$ cat config.mk
export PLATFORM = sky130hd
export DESIGN_NAME = fetch_stage_flat
export DESIGN_NICKNAME = d
export VERILOG_FILES = /design/src/rtl/cpu_pkg.sv /design/src/rtl/fetch_stage_if.sv /design/src/rtl/fetch_stage_ifid_reg.sv /design/src/rtl/fetch_stage.sv /design/src/flat_wrapper.sv
export SDC_FILE = /design/constraint.sdc
export NUM_CORES = 1
export LEC_CHECK = 0
export CORE_AREA = 4 4 106 108
export DETAILED_ROUTE_END_ITERATION = 6
export DIE_AREA = 0 0 110 112
export PLACE_DENSITY = 0.79
export SKIP_LAST_GASP = 1
export SLEW_MARGIN = 10
export SYNTH_ARGS = -nofsm -noshare
export SYNTH_HDL_FRONTEND = slang
export SYNTH_SLANG_ARGS = --single-unit
$ cat constraint.sdc
create_clock -name clk -period 2.6 [get_ports clk]
set_clock_uncertainty 0.2 [all_clocks]
set_input_delay 0.26 -clock clk [delete_from_list [all_inputs] [get_ports clk]]
set_output_delay 0.26 -clock clk [all_outputs]
set_load 0.05 [all_outputs]
$ cat src/rtl/cpu_pkg.sv
// Shared CPU pipeline definitions: instruction constants, field slices and the IF/ID payload.
package cpu_pkg;

   localparam int unsigned XLEN             = 32;
   localparam int unsigned WORD_BYTES       = 4;
   localparam int unsigned DEFAULT_SIZE_IM  = 128;
   localparam int unsigned OPCODE_MSB       = 31;
   localparam int unsigned OPCODE_LSB       = 26;

   localparam logic [XLEN-1:0] NOP_INSTR        = 32'h0000_0000;
   localparam logic [XLEN-1:0] DEFAULT_RESET_PC = 32'h0000_0000;

   typedef logic [OPCODE_MSB-OPCODE_LSB:0] opcode_t;

   typedef struct packed {
      logic [XLEN-1:0] instru;
      logic [XLEN-1:0] pc4;
      logic            valid;
   } ifid_t;

   function automatic opcode_t opcode_of(input logic [XLEN-1:0] instr);
      return instr[OPCODE_MSB:OPCODE_LSB];
   endfunction

endpackage

$ cat src/rtl/fetch_stage_if.sv
// Fetch-stage bus: hazard/redirect controls, instruction memory link and IF/ID outputs.
// Perf-counter signals exist only when FETCH_PERF_CNT_EN is defined.
interface fetch_stage_if;
   logic        stall;
   logic        flush;
   logic        branch_taken;
   logic [31:0] branch_target;
   logic        jump;
   logic [31:0] jump_target;
   logic [31:0] im_instru;
   logic [31:0] im_addr;
   logic [31:0] ifid_instru;
   logic [31:0] ifid_pc4;
   logic        ifid_valid;
   logic        fetch_done;
`ifdef FETCH_PERF_CNT_EN
   logic [31:0] perf_fetched;
   logic [31:0] perf_bubbles;

   modport master (
      input  stall, flush, branch_taken, branch_target, jump, jump_target, im_instru,
      output im_addr, ifid_instru, ifid_pc4, ifid_valid, fetch_done, perf_fetched, perf_bubbles
   );
   modport slave (
      output stall, flush, branch_taken, branch_target, jump, jump_target, im_instru,
      input  im_addr, ifid_instru, ifid_pc4, ifid_valid, fetch_done, perf_fetched, perf_bubbles
   );
`else
   modport master (
      input  stall, flush, branch_taken, branch_target, jump, jump_target, im_instru,
      output im_addr, ifid_instru, ifid_pc4, ifid_valid, fetch_done
   );
   modport slave (
      output stall, flush, branch_taken, branch_target, jump, jump_target, im_instru,
      input  im_addr, ifid_instru, ifid_pc4, ifid_valid, fetch_done
   );
`endif
endinterface

$ cat src/rtl/fetch_stage_ifid_reg.sv
// IF/ID pipeline register with hold (stall), squash (flush/redirect) and bubble (fetch window exhausted).
module ifid_reg
   import cpu_pkg::*;
(
   input  logic            clk,
   input  logic            rst,
   input  logic            hold_i,
   input  logic            squash_i,
   input  logic            bubble_i,
   input  logic [XLEN-1:0] instru_i,
   input  logic [XLEN-1:0] pc4_i,
   output ifid_t           ifid_o
);

   ifid_t ifid_q;
   ifid_t ifid_d;

   // Bubble keeps the last pc4; squash clears it as well.
   always_comb begin
      ifid_d = ifid_q;
      if (hold_i) begin
         ifid_d = ifid_q;
      end else if (squash_i) begin
         ifid_d = '{instru: NOP_INSTR, pc4: 32'h0, valid: 1'b0};
      end else if (bubble_i) begin
         ifid_d.instru = NOP_INSTR;
         ifid_d.valid  = 1'b0;
      end else begin
         ifid_d = '{instru: instru_i, pc4: pc4_i, valid: 1'b1};
      end
   end

   always_ff @(posedge clk) begin
      if (rst) begin
         ifid_q <= '{instru: NOP_INSTR, pc4: 32'h0, valid: 1'b0};
      end else begin
         ifid_q <= ifid_d;
      end
   end

   assign ifid_o = ifid_q;

endmodule

$ cat src/rtl/fetch_stage.sv
// IF stage: PC register, next-PC selection and IF/ID capture for the 5-stage MIPS pipeline.
// Optional FETCH_PERF_CNT_EN adds saturating fetched/bubble counters.
module fetch_stage
   import cpu_pkg::*;
#(
   parameter logic [31:0] RESET_PC = DEFAULT_RESET_PC,
   parameter int unsigned SIZE_IM  = DEFAULT_SIZE_IM
) (
   input  logic          clk,
   input  logic          rst,
   fetch_stage_if.master bus
);

   logic [XLEN-1:0] pc_q;
   logic [XLEN-1:0] pc_d;
   logic [XLEN-1:0] pc_plus4;
   logic            fetch_done_c;
   logic            squash_c;
   logic            load_c;
   ifid_t           ifid;

   assign pc_plus4     = pc_q + XLEN'(WORD_BYTES);
   assign fetch_done_c = {2'b00, pc_q[XLEN-1:2]} >= XLEN'(SIZE_IM);
   assign squash_c     = bus.flush | bus.jump | bus.branch_taken;
   assign load_c       = !bus.stall && !squash_c && !fetch_done_c;

   // Stall outranks redirects: ID keeps the redirect asserted until the stall drops.
   always_comb begin
      pc_d = pc_q;
      if (bus.stall) begin
         pc_d = pc_q;
      end else if (bus.jump) begin
         pc_d = {bus.jump_target[XLEN-1:2], 2'b00};
      end else if (bus.branch_taken) begin
         pc_d = {bus.branch_target[XLEN-1:2], 2'b00};
      end else if (!fetch_done_c) begin
         pc_d = pc_plus4;
      end
   end

   always_ff @(posedge clk) begin
      if (rst) begin
         pc_q <= RESET_PC;
      end else begin
         pc_q <= pc_d;
      end
   end

   always_ff @(posedge clk) begin
      if (!rst) begin
         assert (!(bus.jump && bus.branch_taken))
            else $warning("fetch_stage: jump and branch_taken asserted together, jump taken");
      end
   end

   ifid_reg u_ifid_reg (
      .clk      (clk),
      .rst      (rst),
      .hold_i   (bus.stall),
      .squash_i (squash_c),
      .bubble_i (fetch_done_c),
      .instru_i (bus.im_instru),
      .pc4_i    (pc_plus4),
      .ifid_o   (ifid)
   );

   assign bus.im_addr     = pc_q;
   assign bus.fetch_done  = fetch_done_c;
   assign bus.ifid_instru = ifid.instru;
   assign bus.ifid_pc4    = ifid.pc4;
   assign bus.ifid_valid  = ifid.valid;

`ifdef FETCH_PERF_CNT_EN
   logic [XLEN-1:0] perf_fetched_q;
   logic [XLEN-1:0] perf_fetched_d;
   logic [XLEN-1:0] perf_bubbles_q;
   logic [XLEN-1:0] perf_bubbles_d;

   // Bubbles only count edges that actually load a bubble, never held (stalled) edges.
   always_comb begin
      perf_fetched_d = perf_fetched_q;
      perf_bubbles_d = perf_bubbles_q;
      if (load_c && (perf_fetched_q != '1)) begin
         perf_fetched_d = perf_fetched_q + XLEN'(1);
      end
      if (!bus.stall && !load_c && (perf_bubbles_q != '1)) begin
         perf_bubbles_d = perf_bubbles_q + XLEN'(1);
      end
   end

   always_ff @(posedge clk) begin
      if (rst) begin
         perf_fetched_q <= '0;
         perf_bubbles_q <= '0;
      end else begin
         perf_fetched_q <= perf_fetched_d;
         perf_bubbles_q <= perf_bubbles_d;
      end
   end

   assign bus.perf_fetched = perf_fetched_q;
   assign bus.perf_bubbles = perf_bubbles_q;
`else
   logic unused_load;
   assign unused_load = load_c;
`endif

endmodule

$ cat src/flat_wrapper.sv
// flat-port wrapper written by rule: the top's interface ports become plain ports
module fetch_stage_flat import cpu_pkg::*;
#(
   parameter logic [31:0] RESET_PC = DEFAULT_RESET_PC,
   parameter int unsigned SIZE_IM  = DEFAULT_SIZE_IM
)
  (clk, rst, bus_stall, bus_flush, bus_branch_taken, bus_branch_target, bus_jump, bus_jump_target, bus_im_instru, bus_im_addr, bus_ifid_instru, bus_ifid_pc4, bus_ifid_valid, bus_fetch_done);
  fetch_stage_if bus_i ();
  input  logic clk;
  input  logic rst;
  input wire logic [$bits(bus_i.stall)-1:0] bus_stall;
  input wire logic [$bits(bus_i.flush)-1:0] bus_flush;
  input wire logic [$bits(bus_i.branch_taken)-1:0] bus_branch_taken;
  input wire logic [$bits(bus_i.branch_target)-1:0] bus_branch_target;
  input wire logic [$bits(bus_i.jump)-1:0] bus_jump;
  input wire logic [$bits(bus_i.jump_target)-1:0] bus_jump_target;
  input wire logic [$bits(bus_i.im_instru)-1:0] bus_im_instru;
  output wire logic [$bits(bus_i.im_addr)-1:0] bus_im_addr;
  output wire logic [$bits(bus_i.ifid_instru)-1:0] bus_ifid_instru;
  output wire logic [$bits(bus_i.ifid_pc4)-1:0] bus_ifid_pc4;
  output wire logic [$bits(bus_i.ifid_valid)-1:0] bus_ifid_valid;
  output wire logic [$bits(bus_i.fetch_done)-1:0] bus_fetch_done;
  assign bus_i.stall = bus_stall;
  assign bus_i.flush = bus_flush;
  assign bus_i.branch_taken = bus_branch_taken;
  assign bus_i.branch_target = bus_branch_target;
  assign bus_i.jump = bus_jump;
  assign bus_i.jump_target = bus_jump_target;
  assign bus_i.im_instru = bus_im_instru;
  assign bus_im_addr = bus_i.im_addr;
  assign bus_ifid_instru = bus_i.ifid_instru;
  assign bus_ifid_pc4 = bus_i.ifid_pc4;
  assign bus_ifid_valid = bus_i.ifid_valid;
  assign bus_fetch_done = bus_i.fetch_done;
  fetch_stage #(.RESET_PC(RESET_PC), .SIZE_IM(SIZE_IM)) u_core (.clk(clk), .rst(rst), .bus(bus_i));
endmodule
==> reports/qor.yml, run 1 <==
outcome:
  status: "finished, final reports clean"
yosys:
  ys_types: 49
  ys.flop_type: "dfxtp_1"
  synth_top_area_share_pct: 45.1
  ys_top_cells_by_count: "93 x dfxtp_1, 42 x nor2_1, 38 x nand2_1"
  ys_seq_area_share_pct: 45.1
  synth_warnings: 0
  syn_avg_cell_area_um2: 8.53
  ys_ff_latch: 93
  syn-cell-area_um2: 4130
  synthCells: 484
  synth_top_area_cell: "dfxtp_1"
  yosysMostFrequentCell: "dfxtp_1"
  synth_edf_count: 0
  async_reset_ff_share_pct: 0
  synthTopCellsByArea: "dfxtp_1 45%, a22oi_1 6.4%, a21oi_1 4.2%, and2_1 4.1%, nor2_1 3.8%"
timing:
  period_share_pct: 93.8
  min_period_ps: 2440
  tns_ps: 0
  rsz0062_at_grt: "false"
  finalMaxSlewViolations: 0
  finalSetupViolations: 0
  hold_viol_final: 0
  max_clock_freq_mhz: 410
  tightest_slew_ps: 592
  relSlewSlack_pct: 60.5
power:
  power.density_nw_per_um2: 511
  p_leak_uw: 0.00228
  peakVddDrop_mv: 0.343
  p_total_uw: 3320
setup_path:
  worstSetupPathType: "flip-flop to primary output"
  ff2ff_path_depth: 7
  cp_data_required_time_ps: 2140
  arrival_ps: 1980
  cp_max_fo: 5
  endpoint_kind: "primary output"
  crit_path_start_kind: "flip-flop"
global_route:
  grt_pass1_vias: 4622
  antenna_found_initial: 0
  grt_overflow_total: 0
  grt_max_degree: 47
  grt_pass1_wl_mm: 22.9
  grt_usage_pct: 23.2
min_path:
  min-delay-path-class: "input port to flip-flop"
  worstHoldPathCells: 2
final_layout:
  n_fill_cell: 868
  drive_above_1_share_pct: 7.85
  insertedDiodeCount: 0
  syn_to_final_growth_pct: 57.4
  ff_latch_area_um2: 1860
  multi_input_area_um2: 2090
  nNetsFinal: 775
floorplanning:
  rows: 37
  initial_core_util_pct: 40.3
  dieArea_um2: 12300
  die_w_um: 110
  die_h_um: 112
  core_area_um2: 10200
  io_pins: 200
routing:
  final_antenna_net_count: 0
  drc: 0
  wl_per_cell_um: 17.8
  drt_iter0_drc: 277
  via_count: 4540
  dr.pass1.iters: 5
  routed_via_density: 5.60
  drt_wl_total_mm: 14.4
job:
  max_cap_violations: 0
cts:
  cts.sinks: 93
  path_clk_slew_ps: 100
  cts_root_buf: "clkbuf_8"
  tritoncts: "built"
  post_cts_buffers: 0
  clockBufferDepth: 2
  htree_levels: 3
  cts_hold_buf: 0
  cts_buffers: 9
  clock_latency_ps: 360
place:
  hpwl_mm: 10.6
  gp_congestion: 0.939
  io_buffer_count: 191
==> cells in the final DEF (no fill, tap or decap), drive strengths merged, types with 3 or more instances in the layout <==
cell / count
clkdlybuf4s50: 188
dfxtp: 93
nor2: 42
nand2: 38
a21oi: 35
a22oi: 35
and2: 27
o21ai: 27
buf: 27
a311oi: 13
nand3: 12
nand2b: 11
nor3: 10
o211ai: 10
clkbuf: 10
inv: 9
nand4: 8
o21a: 7
xor2: 6
nor4: 6
xnor2: 5
a31oi: 5
o2111ai: 4
conb: 4
and4: 3
a22o: 3
o41ai: 3
a32o: 3
o31ai: 3
bufinv: 3
or4: 3
==> cells by family (layout without fill, tap and decap cells) <==
| kind of cell | Yosys count | in the layout | synth area share (%) |
|---|---|---|---|
| buf+inv | 53 | 241 | 5.37 |
| mux | 1 | 1 | 0.243 |
| compound gates | 158 | 158 | 26.0 |
| fa+ha+maj | 2 | 2 | 0.606 |
| simple gates | 165 | 165 | 20.2 |
| xor+xnor | 11 | 11 | 2.33 |
| flops | 93 | 93 | 45.1 |
| other cells | 1 | 4 | 0.0909 |
==> layer usage <==
metal | routed length [um] | track usage [%] | vias to the layer above
li1 | - | - | 2123
met2 | 6790 | 36.6 | 246
met3 | 1530 | 7.94 | 37
met4 | 414 | 9.64 | 0
met1 | 5690 | 28.5 | 2134
met5 | 0 | 0 | -
==> stage by stage <==
step | hold WS (ps) | worst slack (ps) | utilization, % | cell area (um2) | instances
CTS | 73.9 | 90.9 | 63.3 | 6480 | 811
finish | 125 | 161 | 63.5 | 6500 | 811
global placement | 242 | 97.0 | 61.0 | 6240 | 796
detailed placement | 245 | 12.7 | 61.0 | 6240 | 796
floorplan | 204 | 41.9 | - | 4140 | 487
global route | 119 | 41.1 | 63.5 | 6500 | 811
==> report_power, final <==
part	leakage (uW)	internal, uW	switching [uW]
Clock	0.000114	641	517
Combinational	0.00141	290	364
Sequential	0.000755	1460	48.5
==> worst max-delay path, stage by stage (launching register included) <==
cell and delay [ps]:
dfxtp_1 370, nor4_1 490, and2_1 240, nand2_1 90
dlygate4sd2_1 430
==> worst paths after layout <==
path	start	to	slack (ps)
worst max-delay path	u_core.bus.im_addr[12]	bus_fetch_done	160
worst min-delay path	bus_stall	u_core.bus.im_addr[27]	120
worst max register to register	u_core.bus.im_addr[2]	u_core.bus.im_addr[22]	200
worst min register to register	u_core.u_ifid_reg.ifid_o[18]	u_core.u_ifid_reg.ifid_o[18]	270
==> cell type report <==
type / instances / share of cell area (%)
clock buffers: 10 / 1.96
clock inverters: 5 / 1.68
inverters: 10 / 0.578
multi-input cells: 341 / 32.1
flip-flops and latches: 93 / 28.7
well taps: 136 / 2.62
repair buffers: 216 / 32.3
==> flip-flops by register name, summed over array words and instances (netlist names) <==
| register | count |
|---|---|
| u_core.bus.im_addr | 30 |
| u_core.u_ifid_reg.ifid_o | 63 |
==> repair_timing <==
| action | in CTS | in global routing |
|---|---|---|
| gates resized for setup | 2 | 4 |
| setup endpoints to repair | 8 | 13 |
| pin swaps | 0 | 0 |
Power figures use the tool's default switching activity.
==> run 2, diff against run 1 <==
CORE_AREA = 4 4 112 114   (was 4 4 106 108)
CTS_CLUSTER_DIAMETER = 60   (was default)
DIE_AREA = 0 0 116 118   (was 0 0 110 112)
PLACE_DENSITY = 0.8   (was 0.79)
SYNTH_HIERARCHICAL = 1   (was default)
==> run 2 against run 1 <==
Compared with the run above: non-clock buffer count increased by 5; clock power increased by 18%; core utilization increased by 0.51 points; flip-flop and latch count increased by 2; area after synthesis increased by 20%; critical endpoint unchanged; critical path type unchanged; worst hold slack improved by 85 ps.
==> reports/qor.yml, run 2 <==
yosys:
  synth_warnings: 6
  synthTopCellsByArea: "dfxtp_1 38%, a21oi_1 8.3%, nand2_1 7.7%, nand3b_1 5.0%, o21ai_0 4.4%"
  ys_ff_latch: 95
  ys_seq_area_share_pct: 38.5
  syn-cell-area_um2: 4950
  synthCells: 624
  ys_top_cells_by_count: "101 x nand2_1, 95 x dfxtp_1, 82 x a21oi_1"
  ys_types: 57
  async_reset_ff_share_pct: 0
  yosysMostFrequentCell: "nand2_1"
  syn_avg_cell_area_um2: 7.93
  ys.flop_type: "dfxtp_1"
  synth_top_area_share_pct: 38.5
  synth_top_area_cell: "dfxtp_1"
  synth_edf_count: 0
min_path:
  min-delay-start: "rst"
  worstHoldPathCells: 2
  hold-path-endpoint: "u_core/u_ifid_reg/ifid_o[10]"
  min-delay-path-class: "input port to flip-flop"
routing:
  drt_wl_total_mm: 17.3
  via_count: 5333
  wl_per_cell_um: 18.1
  routed_via_density: 5.60
  dr.pass1.iters: 5
  drt_iter0_drc: 341
  drc: 0
  final_antenna_net_count: 0
global_route:
  grt_overflow_total: 0
  grt_pass1_vias: 5303
  grt_max_degree: 59
  grt_usage_pct: 24.9
  grt_pass1_wl_mm: 27.3
  antenna_found_initial: 0
timing:
  rsz0062_at_grt: "false"
  relSlewSlack_pct: 61.3
  min_period_ps: 2440
  hold_viol_final: 0
  finalSetupViolations: 0
  finalMaxSlewViolations: 0
  max_clock_freq_mhz: 409
  tightest_slew_ps: 576
  period_share_pct: 94.0
  tns_ps: 0
setup_path:
  cp_data_required_time_ps: 2140
  reg2reg_slack_ps: 200
  worstSetupPathType: "flip-flop to primary output"
  r2r-start: "u_core/bus.im_addr[12]"
  ff2ff_path_depth: 7
  crit_path_start_kind: "flip-flop"
  cpMaxStageDelayCell: "dfxtp_1"
  worst_r2r_endpoint: "u_core/u_ifid_reg/ifid_o[28]"
  arrival_ps: 1980
  cp_max_fo: 10
  cp_slowest_stage_delay_ps: 440
  endpoint_kind: "primary output"
  cp_cell_sequence: "nor4_2 > nand2_1 > or2_2 > buf_4"
place:
  dp_cells: 936
  hpwl_mm: 12.6
  io_buffer_count: 193
  gp_congestion: 0.871
cts:
  cts_hold_buf: 0
  htree_levels: 3
  clockBufferDepth: 2
  tritoncts: "built"
  cts_buffers: 9
  cts_root_buf: "clkbuf_16"
  clock_latency_ps: 350
  post_cts_buffers: 0
  cts.sinks: 95
  path_clk_slew_ps: 70
floorplanning:
  dieArea_um2: 13700
  io_pins: 200
  initial_core_util_pct: 43.3
  die_h_um: 118
  rows: 39
  die_w_um: 116
  core_area_um2: 11400
power:
  power.density_nw_per_um2: 498
  swShare_pct: 28.9
  switchingPower_uw: 1050
  seq_power_share_pct: 42.7
  internal_power_uw: 2590
  p_leak_uw: 0.00251
  clkPwrFrac_pct: 37.7
  p_total_uw: 3640
  peakVddDrop_mv: 0.288
  combPwrFrac_pct: 19.6
final_layout:
  syn_to_final_growth_pct: 47.8
  final_cell_count_no_fill: 952
  n_fill_cell: 991
  drive_above_1_share_pct: 9.15
  layout_commonest_cell: "clkdlybuf4s50_1"
  final_cell_mix: "189 x clkdlybuf4s50_1, 101 x nand2_1, 93 x dfxtp_1, 82 x a21oi_1, 43 x o21ai_0"
  insertedDiodeCount: 0
  largest_register_ffs: 65
  nNetsFinal: 908
outcome:
  status: "finished, final reports clean"
job:
  max_cap_violations: 0
==> run 2: cell count changes after synthesis, sizes merged, moves of 11 or more <==
cell	delta
nand3b	+32
o21ai	+23
a22oi	-35
and2	-25
clkbuf	-11
buf	+23
nor3	+13
xnor2	+13
nand2	+63
a21oi	+47
==> run 2: how the worst max path moves through the flow <==
stage	from	to	slack (ps)	depth (start not counted)
after floorplan	u_core/bus.im_addr[10]	u_core/u_ifid_reg/ifid_o[51]	40	8
after global placement	bus_branch_taken	u_core/bus.im_addr[12]	220	5
after detailed placement	bus_branch_taken	u_core/bus.im_addr[12]	170	5
after CTS	u_core/bus.im_addr[12]	bus_fetch_done	150	4
after global routing	u_core/bus.im_addr[14]	u_core/u_ifid_reg/ifid_o[18]	20	7
final	u_core/bus.im_addr[12]	bus_fetch_done	160	4
==> run 2: critical path, delay by kind of cell (launching register included) <==
kind,cells,cell delay [ps]
flops,1,440
simple gates,3,970
buf+inv,1,220
==> run 2: metal layers <==
| metal | global-route usage [%] | up-vias | share of wire [%] |
|---|---|---|---|
| met5 | 0 | - | 0 |
| met4 | 9.35 | 0 | 2.3 |
| met3 | 4.42 | 25 | 7.2 |
| met2 | 41.1 | 219 | 50 |
| met1 | 32.0 | 2533 | 41 |
| li1 | - | 2556 | - |
==> run 2: what timing repair did <==
item | CTS | global route
hold endpoints to repair | 0 | 0
endpoints found under the setup margin | 0 | 4
gates resized for setup | 0 | 3
==> run 2: metrics by stage <==
step                worst slack [ps]  hold WS [ps]  util (%)  cell area, um2
finish                           157           209      64.0            7310
global route                    23.5           245      64.0            7310
CTS                              147           206      63.9            7300
detailed placement               174           253      61.2            6990
floorplan                       40.7           224         -            4960
global placement                 221           239      61.2            6990
==> run 2: area by class of cell <==
cell class	count	area, um2	area share [%]
flip-flops and latches	95	1900	26.1
inverters	12	45.0	0.616
clock buffers	11	243	3.32
multi-input cells	465	2710	37.1
clock inverters	5	63.8	0.873
well taps	143	179	2.45
repair buffers	221	2160	29.6
==> run 2: power by group through the flow <==
stage / logic [uW] / registers (uW) / clock network, uW
2_1_floorplan: 285 / 1690 / 0
3_3_place_gp: 699 / 1590 / 0
3_5_place_dp: 706 / 1590 / 0
4_1_cts: 709 / 1550 / 1390
5_1_grt: 759 / 1560 / 1450
6_report: 714 / 1550 / 1370
==> run 2: cell families (layout without fill, tap and decap cells) <==
kind of cell / count (synthesis) / count (layout) / synth area share (%)
AO/OA/AOI/OAI: 178 / 178 / 22.1
AND/OR/NAND/NOR: 254 / 254 / 26.9
other: 1 / 4 / 0.0758
buffers and inverters: 67 / 249 / 7.18
multiplexers: 3 / 3 / 0.607
flip-flops: 95 / 95 / 38.5
XOR/XNOR: 24 / 24 / 4.25
adder cells (fa/ha/maj): 2 / 2 / 0.506
